$ cat config.mk
export PLATFORM = sky130hd
export DESIGN_NAME = joy_db15_tx
export DESIGN_NICKNAME = d
export VERILOG_FILES = /design/src/rtl/joy_db15_tx.sv
export SDC_FILE = /design/constraint.sdc
export NUM_CORES = 1
export LEC_CHECK = 0
export BUFFER_PORTS_ARGS = -buffer_cell sky130_fd_sc_hd__buf_2
export CORE_UTILIZATION = 58
export DETAILED_ROUTE_END_ITERATION = 12
export PLACE_DENSITY = 0.8
export SYNTH_ARGS = -nofsm -noshare
export SYNTH_HDL_FRONTEND = slang
export SYNTH_SLANG_ARGS = --single-unit
export TNS_END_PERCENT = 20
$ cat constraint.sdc
create_clock -name clk -period 4.8 [get_ports clk]
set_clock_uncertainty 0.1 [all_clocks]
set_input_delay 0.96 -clock clk [delete_from_list [all_inputs] [get_ports clk]]
set_output_delay 0.96 -clock clk [all_outputs]
set_load 0.005 [all_outputs]
$ cat src/rtl/joy_db15_tx.sv
`default_nettype none
// ============================================================================
// Module      : joy_db15_tx
// Description : DB15 adapter responder that emulates a 74HC165 shift chain.
//               It serialises two players' buttons to a host joy_db15 reader.
// Revision    : 1.0 - initial release
// ============================================================================
module joy_db15_tx #(
    parameter int NBITS   = 12,
    parameter int TIMEOUT = 48000
) (
    input  logic                           clk,
    input  logic                           reset,
    input  logic [NBITS-1:0]               joy1,
    input  logic [NBITS-1:0]               joy2,
    input  logic                           JOY_CLK,
    input  logic                           JOY_LOAD,
    output logic                           JOY_DATA,
    output logic                           frame_done,
    output logic [$clog2(2*NBITS+1)-1:0]   bit_cnt,
    output logic                           link_active
);

    localparam int c_FRAME_LEN = 2 * NBITS;
    localparam int c_CNT_W     = $clog2(2 * NBITS + 1);
    localparam int c_WD_W      = $clog2(TIMEOUT + 1);

    localparam logic [c_CNT_W-1:0] c_CNT_MAX  = c_CNT_W'(c_FRAME_LEN);
    localparam logic [c_CNT_W-1:0] c_CNT_LAST = c_CNT_W'(c_FRAME_LEN - 1);
    localparam logic [c_CNT_W-1:0] c_CNT_ONE  = c_CNT_W'(1);
    localparam logic [c_WD_W-1:0]  c_WD_MAX   = c_WD_W'(TIMEOUT);
    localparam logic [c_WD_W-1:0]  c_WD_ONE   = c_WD_W'(1);

    // ------------------------------------------------------------------------
    // Host strobe synchronizers and edge detection
    // ------------------------------------------------------------------------
    logic r_clk_s1;
    logic r_clk_s2;
    logic r_clk_prev;
    logic r_load_s1;
    logic r_load_s2;
    logic r_load_prev;

    always_ff @(posedge clk or posedge reset) begin
        if (reset) begin
            r_clk_s1    <= 1'b0;
            r_clk_s2    <= 1'b0;
            r_clk_prev  <= 1'b0;
            r_load_s1   <= 1'b1;
            r_load_s2   <= 1'b1;
            r_load_prev <= 1'b1;
        end else begin
            r_clk_s1    <= JOY_CLK;
            r_clk_s2    <= r_clk_s1;
            r_clk_prev  <= r_clk_s2;
            r_load_s1   <= JOY_LOAD;
            r_load_s2   <= r_load_s1;
            r_load_prev <= r_load_s2;
        end
    end

    // Buttons are delayed by two stages so a button change reaches JOY_DATA
    // with the same latency as a change on the host strobes.
    logic [NBITS-1:0] r_joy1_d1;
    logic [NBITS-1:0] r_joy1_d2;
    logic [NBITS-1:0] r_joy2_d1;
    logic [NBITS-1:0] r_joy2_d2;

    always_ff @(posedge clk or posedge reset) begin
        if (reset) begin
            r_joy1_d1 <= '0;
            r_joy1_d2 <= '0;
            r_joy2_d1 <= '0;
            r_joy2_d2 <= '0;
        end else begin
            r_joy1_d1 <= joy1;
            r_joy1_d2 <= r_joy1_d1;
            r_joy2_d1 <= joy2;
            r_joy2_d2 <= r_joy2_d1;
        end
    end

    logic                   w_load;
    logic                   w_load_fall;
    logic                   w_clk_rise;
    logic                   w_shift;
    logic [c_FRAME_LEN-1:0] w_frame;
    logic                   r_armed;

    assign w_load      = ~r_load_s2;
    assign w_load_fall = r_load_prev & ~r_load_s2;
    assign w_clk_rise  = r_clk_s2 & ~r_clk_prev;
    assign w_shift     = w_clk_rise & r_load_s2 & r_armed;
    assign w_frame     = ~{r_joy2_d2, r_joy1_d2};

    // ------------------------------------------------------------------------
    // Shift chain: r_data is the output stage, r_shift holds frame bits 1..N-1
    // ------------------------------------------------------------------------
    logic [c_FRAME_LEN-2:0] r_shift;
    logic                   r_data;
    logic [c_CNT_W-1:0]     r_bit_cnt;
    logic                   r_frame_done;

    always_ff @(posedge clk or posedge reset) begin
        if (reset) begin
            r_shift      <= '1;
            r_data       <= 1'b1;
            r_bit_cnt    <= '0;
            r_frame_done <= 1'b0;
            r_armed      <= 1'b0;
        end else begin
            r_frame_done <= 1'b0;
            if (w_load) begin
                r_shift   <= w_frame[c_FRAME_LEN-1:1];
                r_data    <= w_frame[0];
                r_bit_cnt <= '0;
                r_armed   <= 1'b1;
            end else if (w_shift) begin
                // Pull-up on the serial input of the last stage
                r_shift <= {1'b1, r_shift[c_FRAME_LEN-2:1]};
                r_data  <= r_shift[0];
                if (r_bit_cnt != c_CNT_MAX) begin
                    r_bit_cnt <= r_bit_cnt + c_CNT_ONE;
                end
                r_frame_done <= (r_bit_cnt == c_CNT_LAST);
            end
        end
    end

    // ------------------------------------------------------------------------
    // Link watchdog, restarted only by a load falling edge
    // ------------------------------------------------------------------------
    logic [c_WD_W-1:0] r_wd_cnt;

    always_ff @(posedge clk or posedge reset) begin
        if (reset) begin
            r_wd_cnt <= c_WD_MAX;
        end else if (w_load_fall) begin
            r_wd_cnt <= '0;
        end else if (r_wd_cnt != c_WD_MAX) begin
            r_wd_cnt <= r_wd_cnt + c_WD_ONE;
        end
    end

    assign JOY_DATA    = r_data;
    assign frame_done  = r_frame_done;
    assign bit_cnt     = r_bit_cnt;
    assign link_active = (r_wd_cnt < c_WD_MAX);

endmodule
`default_nettype wire
* Word level (Yosys, flattened, before mapping)
Index checks and enable logic that the tools add are counted.
** Storage, ports and cells
- Register bits after elaboration :: 101
- Output and inout bits :: 8
- Input bits :: 28
- Word-level logic and storage cells :: 44
** Operators by class
- Add/sub/neg operators :: 2
- Magnitude comparators :: 1
- Reductions and logical operators :: 2
- Bitwise logic cells :: 7
- Equality and inequality tests :: 5
- Mux-type cells :: 11
** Operators by type and width (count)
- $mux 23 :: 2
- $mux 16 :: 2
- $not 24->24 :: 1
- $add 16x1->16 const B :: 1
- $lt 16x16->1 const B :: 1
- $ne 16x16->1 const B :: 1
- $mux 5 :: 3
- $add 5x1->5 const B :: 1
- $eq 5x5->1 const B :: 1
- $ne 5x5->1 const B :: 1
- $and 1x1->1 :: 4
- $mux 1 :: 4
- $ne 2x1->1 const B :: 2
- $not 1->1 :: 2
- $reduce_and 2->1 :: 1
- $reduce_bool 2->1 :: 1

* Depth between registers and ports, before layout
- Depth in word-level cells :: 6
- Depth in mapped cells :: 6
- Depth with buffers taken out :: 6

* Worst setup path after synthesis
Ideal clock, no wire load.
- Path kind :: reg-to-output
- Start point :: register r_wd_cnt[7]
- End point :: output port link_active
- Buffers on the path :: 0
- Slack :: 2.817 ns
- Data arrival time :: 0.923 ns
- Required time :: 3.740 ns
- Stages on the path, launching flop included :: 4
- Cell sequence :: dfstp_2 -> nand3_1 -> a21oi_1 -> o21ai_0
** Between the ends
- Word-level cells in the longest chain between the ends :: 1
** RTL lines
- start: declaration :: line 133 : logic [c_WD_W-1:0] r_wd_cnt;
- start signal: assignment :: line 137 : r_wd_cnt <= c_WD_MAX;
- start signal: assignment :: line 141 : r_wd_cnt <= r_wd_cnt + c_WD_ONE;
- $lt 16x16->1 :: line 148 : assign link_active = (r_wd_cnt < c_WD_MAX);
- end: declaration :: line 21 : output logic link_active
No other way between the ends.

* Worst setup path in the final report
- Start point :: register r_load_s2
- End point :: register r_bit_cnt[1] (netlist: bit_cnt[1])
** Between the ends
- Word-level cells in the longest chain between the ends :: 4
- Elaborated cells on any way between the ends :: 6
- Those cells by class :: eq/ne (2); mux (1); bitwise (2); reduce/logical (1)
** RTL lines
- start: declaration :: line 41 : logic r_load_s2;
- start signal: assignment :: line 57 : r_load_s2 <= r_load_s1;
- $and 1x1->1 (2 in a row) :: line 93 : assign w_shift = w_clk_rise & r_load_s2 & r_armed;
- $ne 2x1->1 (no source line)
- $reduce_and 2->1 (no source line)
- end signal: assignment :: line 123 : r_bit_cnt <= r_bit_cnt + c_CNT_ONE;
- end: declaration :: line 101 : logic [c_CNT_W-1:0] r_bit_cnt;
Several ways; a longest one is shown, not always the timed one.
A chain may end at the register's enable or synchronous reset.

==> flow_summary.ini <==
[synth]
synthArstFlopShare_pct = 100
synth.ff_latch_count = 101
avgSynthCellArea_um2 = 14.1
ys.flop_type = sky130_fd_sc_hd__dfrtp_1
synth.cells.most_frequent = 67 x sky130_fd_sc_hd__dfrtp_1, 46 x sky130_fd_sc_hd__mux2i_1, 34 x sky130_fd_sc_hd__dfstp_2
synth_area_leader_cell = sky130_fd_sc_hd__dfrtp_1
synthesis.area_um2 = 3740
synthesis.nets = 297
yosysMostFrequentCell = sky130_fd_sc_hd__dfrtp_1
cell_variety_after_synth = 39
synth-seq-area-share_pct = 68.6
netlist.area_leader.share_pct = 44.8
synth_top_cells_by_area = sky130_fd_sc_hd__dfrtp_1 45%, sky130_fd_sc_hd__dfstp_2 24%, sky130_fd_sc_hd__mux2i_1 12%, sky130_fd_sc_hd__nand3_1 1.7%, sky130_fd_sc_hd__ha_1 1.3%
number_of_synthesized_flops_with_an_enable_pin = 0
yosys_warnings = 0
postSynthCellCount = 265

[sta]
setup-violations-final = 0
setup-tns-final_ps = 0
clock.fmax_mhz = 377
final_period_utilization_pct = 55.3
slew_viol_final = 0
relSlewSlack_pct = 28.2
transition_at_the_pin_with_the_smallest_max_transition_slack_ps = 1070
hold_viol_final = 0
setup_repair_after_global_routing_missed_its_margin = false
final_critical_period_ps = 2650

[global_route]
grt_first_pass_wirelength_mm = 9.65
grtUsageMet2_pct = 31.1
grt_busiest_layer = met2
gr-usage-all-layers_pct = 20.0
first_global_vias = 2070
grt_max_degree = 78
groute.layer.met1.usage_pct = 25.7
grt.met3_usage_pct = 7.14
antenna_found_initial = 0
grt.overflow.total = 0

[clock_tree]
cts_tree = built
h-tree-depth = 3
worstSkewPairLatency_ps = 370
clock-sinks = 101
clockRootBuffer = sky130_fd_sc_hd__clkbuf_8
cts_buffer_depth = 2
cts-buffers-inserted = 9
holdBufCountCts = 0
clkTransAtPathRegs_ps = 110
post_cts_resize_count = 0
cts_post_setup_buffers_inserted = 0

[setup_path]
crit_path_cell_chain = nand4b_1, buf_4, a21boi_0, o21ai_0
worstSetupPathType = reg2reg
ff2ff_setup_slack_ps = 2150
critical_path_required_ps = 4950
worst_setup_path_startpoint = r_load_s2
r2r-start = r_load_s2
path_delay_family = flip-flops
worst_ep_arrival_time_ps = 2800
worstRegToRegCells = 4
critical_path.slowest_cell = sky130_fd_sc_hd__dfstp_2
reg2reg_to = bit_cnt[1]
timing.critical_path.from_type = flip-flop
critPathBufInv = 1
critical_path.endpoint_type = flip-flop
critical_path.max_stage_delay_ps = 1130
worstPathMaxFanout = 36

[die]
floorplan.rows = 28
die_height_um = 82.3
core_footprint_um2 = 6060
initial_utilization_pct = 61.8
die_width_um = 82.3
io-pin-count = 36
floorplan.die_area_um2 = 6780

[drt]
routed_wl_mm = 5.78
drt-pass1-iter-count = 4
wire_per_inst_um = 15.0
dr_total_vias = 2109
drt_drc_violations_left = 0
drt_iter0_markers = 77
detail_route.vias_per_cell = 5.49
ant_nets = 0

[power_and_ir_drop]
cellLeakagePower_uw = 0.00196
power_per_cell_area_nw_per_um2 = 388
vdd_ir_drop_max_mv = 0.287

[worst_hold_path]
min_path_type = reg2reg
hold_path_end = r_joy2_d2[8]
worst_hold_startpoint = r_joy2_d1[8]
hold_path_depth = 0

[layout]
layout-area-overhead-vs-synth_pct = 11.9
stdcell_area_um2 = 4190
final_net_count = 336
number_of_antenna_cells_inserted = 0
post_route_cells_drive_above_1_share_pct = 30.7

[placement]
place_hpwl_mm = 3.72
place_area_um2 = 3990
gpl.final_weighted_congestion = 0.794
number_of_buffers_inserted_by_port_buffering = 35

[run]
drv_cap = 0

[status]
run_status = finished clean
## per-stage QoR
| step | total power, µW | hold slack [ps] | utilization (%) | std cells | setup WS [ps] |
|---|---|---|---|---|---|
| 3_3_place_gp | 1110 | 234 | 65.8 | 368 | 2270 |
| 6_report | 1630 | 248 | 69.1 | 384 | 2150 |
| 4_1_cts | 1650 | 252 | 69.1 | 384 | 2140 |
| 3_5_place_dp | 1120 | 236 | 65.8 | 368 | 2180 |
| 2_1_floorplan | 1070 | 231 | - | 265 | 1150 |
| 5_1_grt | 1710 | 262 | 69.1 | 384 | 1880 |
## placed cells by master (no fill, tap or decap), drive strengths merged, types with 5 or more instances in the layout
cell | synthesis | routed
dfrtp | 67 | 67
mux2i | 46 | 46
clkbuf | 2 | 9
inv | 7 | 11
dfstp | 34 | 34
buf | 7 | 37
nand3 | 13 | 13
nor2 | 8 | 8
nand2 | 13 | 13
o21ai | 7 | 7
nand4 | 5 | 5
a21oi | 7 | 7
## layer usage
| metal | wire [µm] | up-vias |
|---|---|---|
| met5 | 0 | - |
| met4 | 95 | 0 |
| met3 | 247 | 9 |
| met2 | 2820 | 41 |
| met1 | 2610 | 1058 |
| li1 | - | 1001 |
## cell families after synthesis
family | share of synthesized area, %
DFF | 68.6
and+or+nand+nor | 10.3
muxes | 12.3
AOI/OAI and AO/OA | 3.81
buffers and inverters | 1.77
xor gates and xnor gates | 1.87
adders and majority gates | 1.34
## worst max path at each step
stage	end	slack (ps)	cells past startpoint
3_5_place_dp	bit_cnt[0]	2180	4
2_1_floorplan	bit_cnt[0]	1150	1
5_1_grt	bit_cnt[0]	1880	4
3_3_place_gp	bit_cnt[0]	2270	4
4_1_cts	bit_cnt[0]	2140	4
6_report	bit_cnt[1]	2150	4
## state kept, by name, summed over array words and instances, names as in the netlist, 5 cells and up
register   cells
bit_cnt        5
r_joy1_d1     12
r_joy1_d2     12
r_joy2_d1     12
r_joy2_d2     12
r_shift       23
r_wd_cnt      16
## report_power, final
group          switching [µW]  internal (µW)
logic                    63.4           62.7
registers                46.2            930
clock network             318            207
## layout make-up
cell class                      instances  area [µm²]
Sequential cell                       101        2570
Timing Repair Buffer                   37         190
Clock inverter                          7        76.3
Fill cell                             429        1870
Multi-Input combinational cell        148        1110
Inverter                                7        28.8
Clock buffer                            9         124
Tap cell                               75        93.8
No activity file was read; power rests on OpenSTA's default activity.
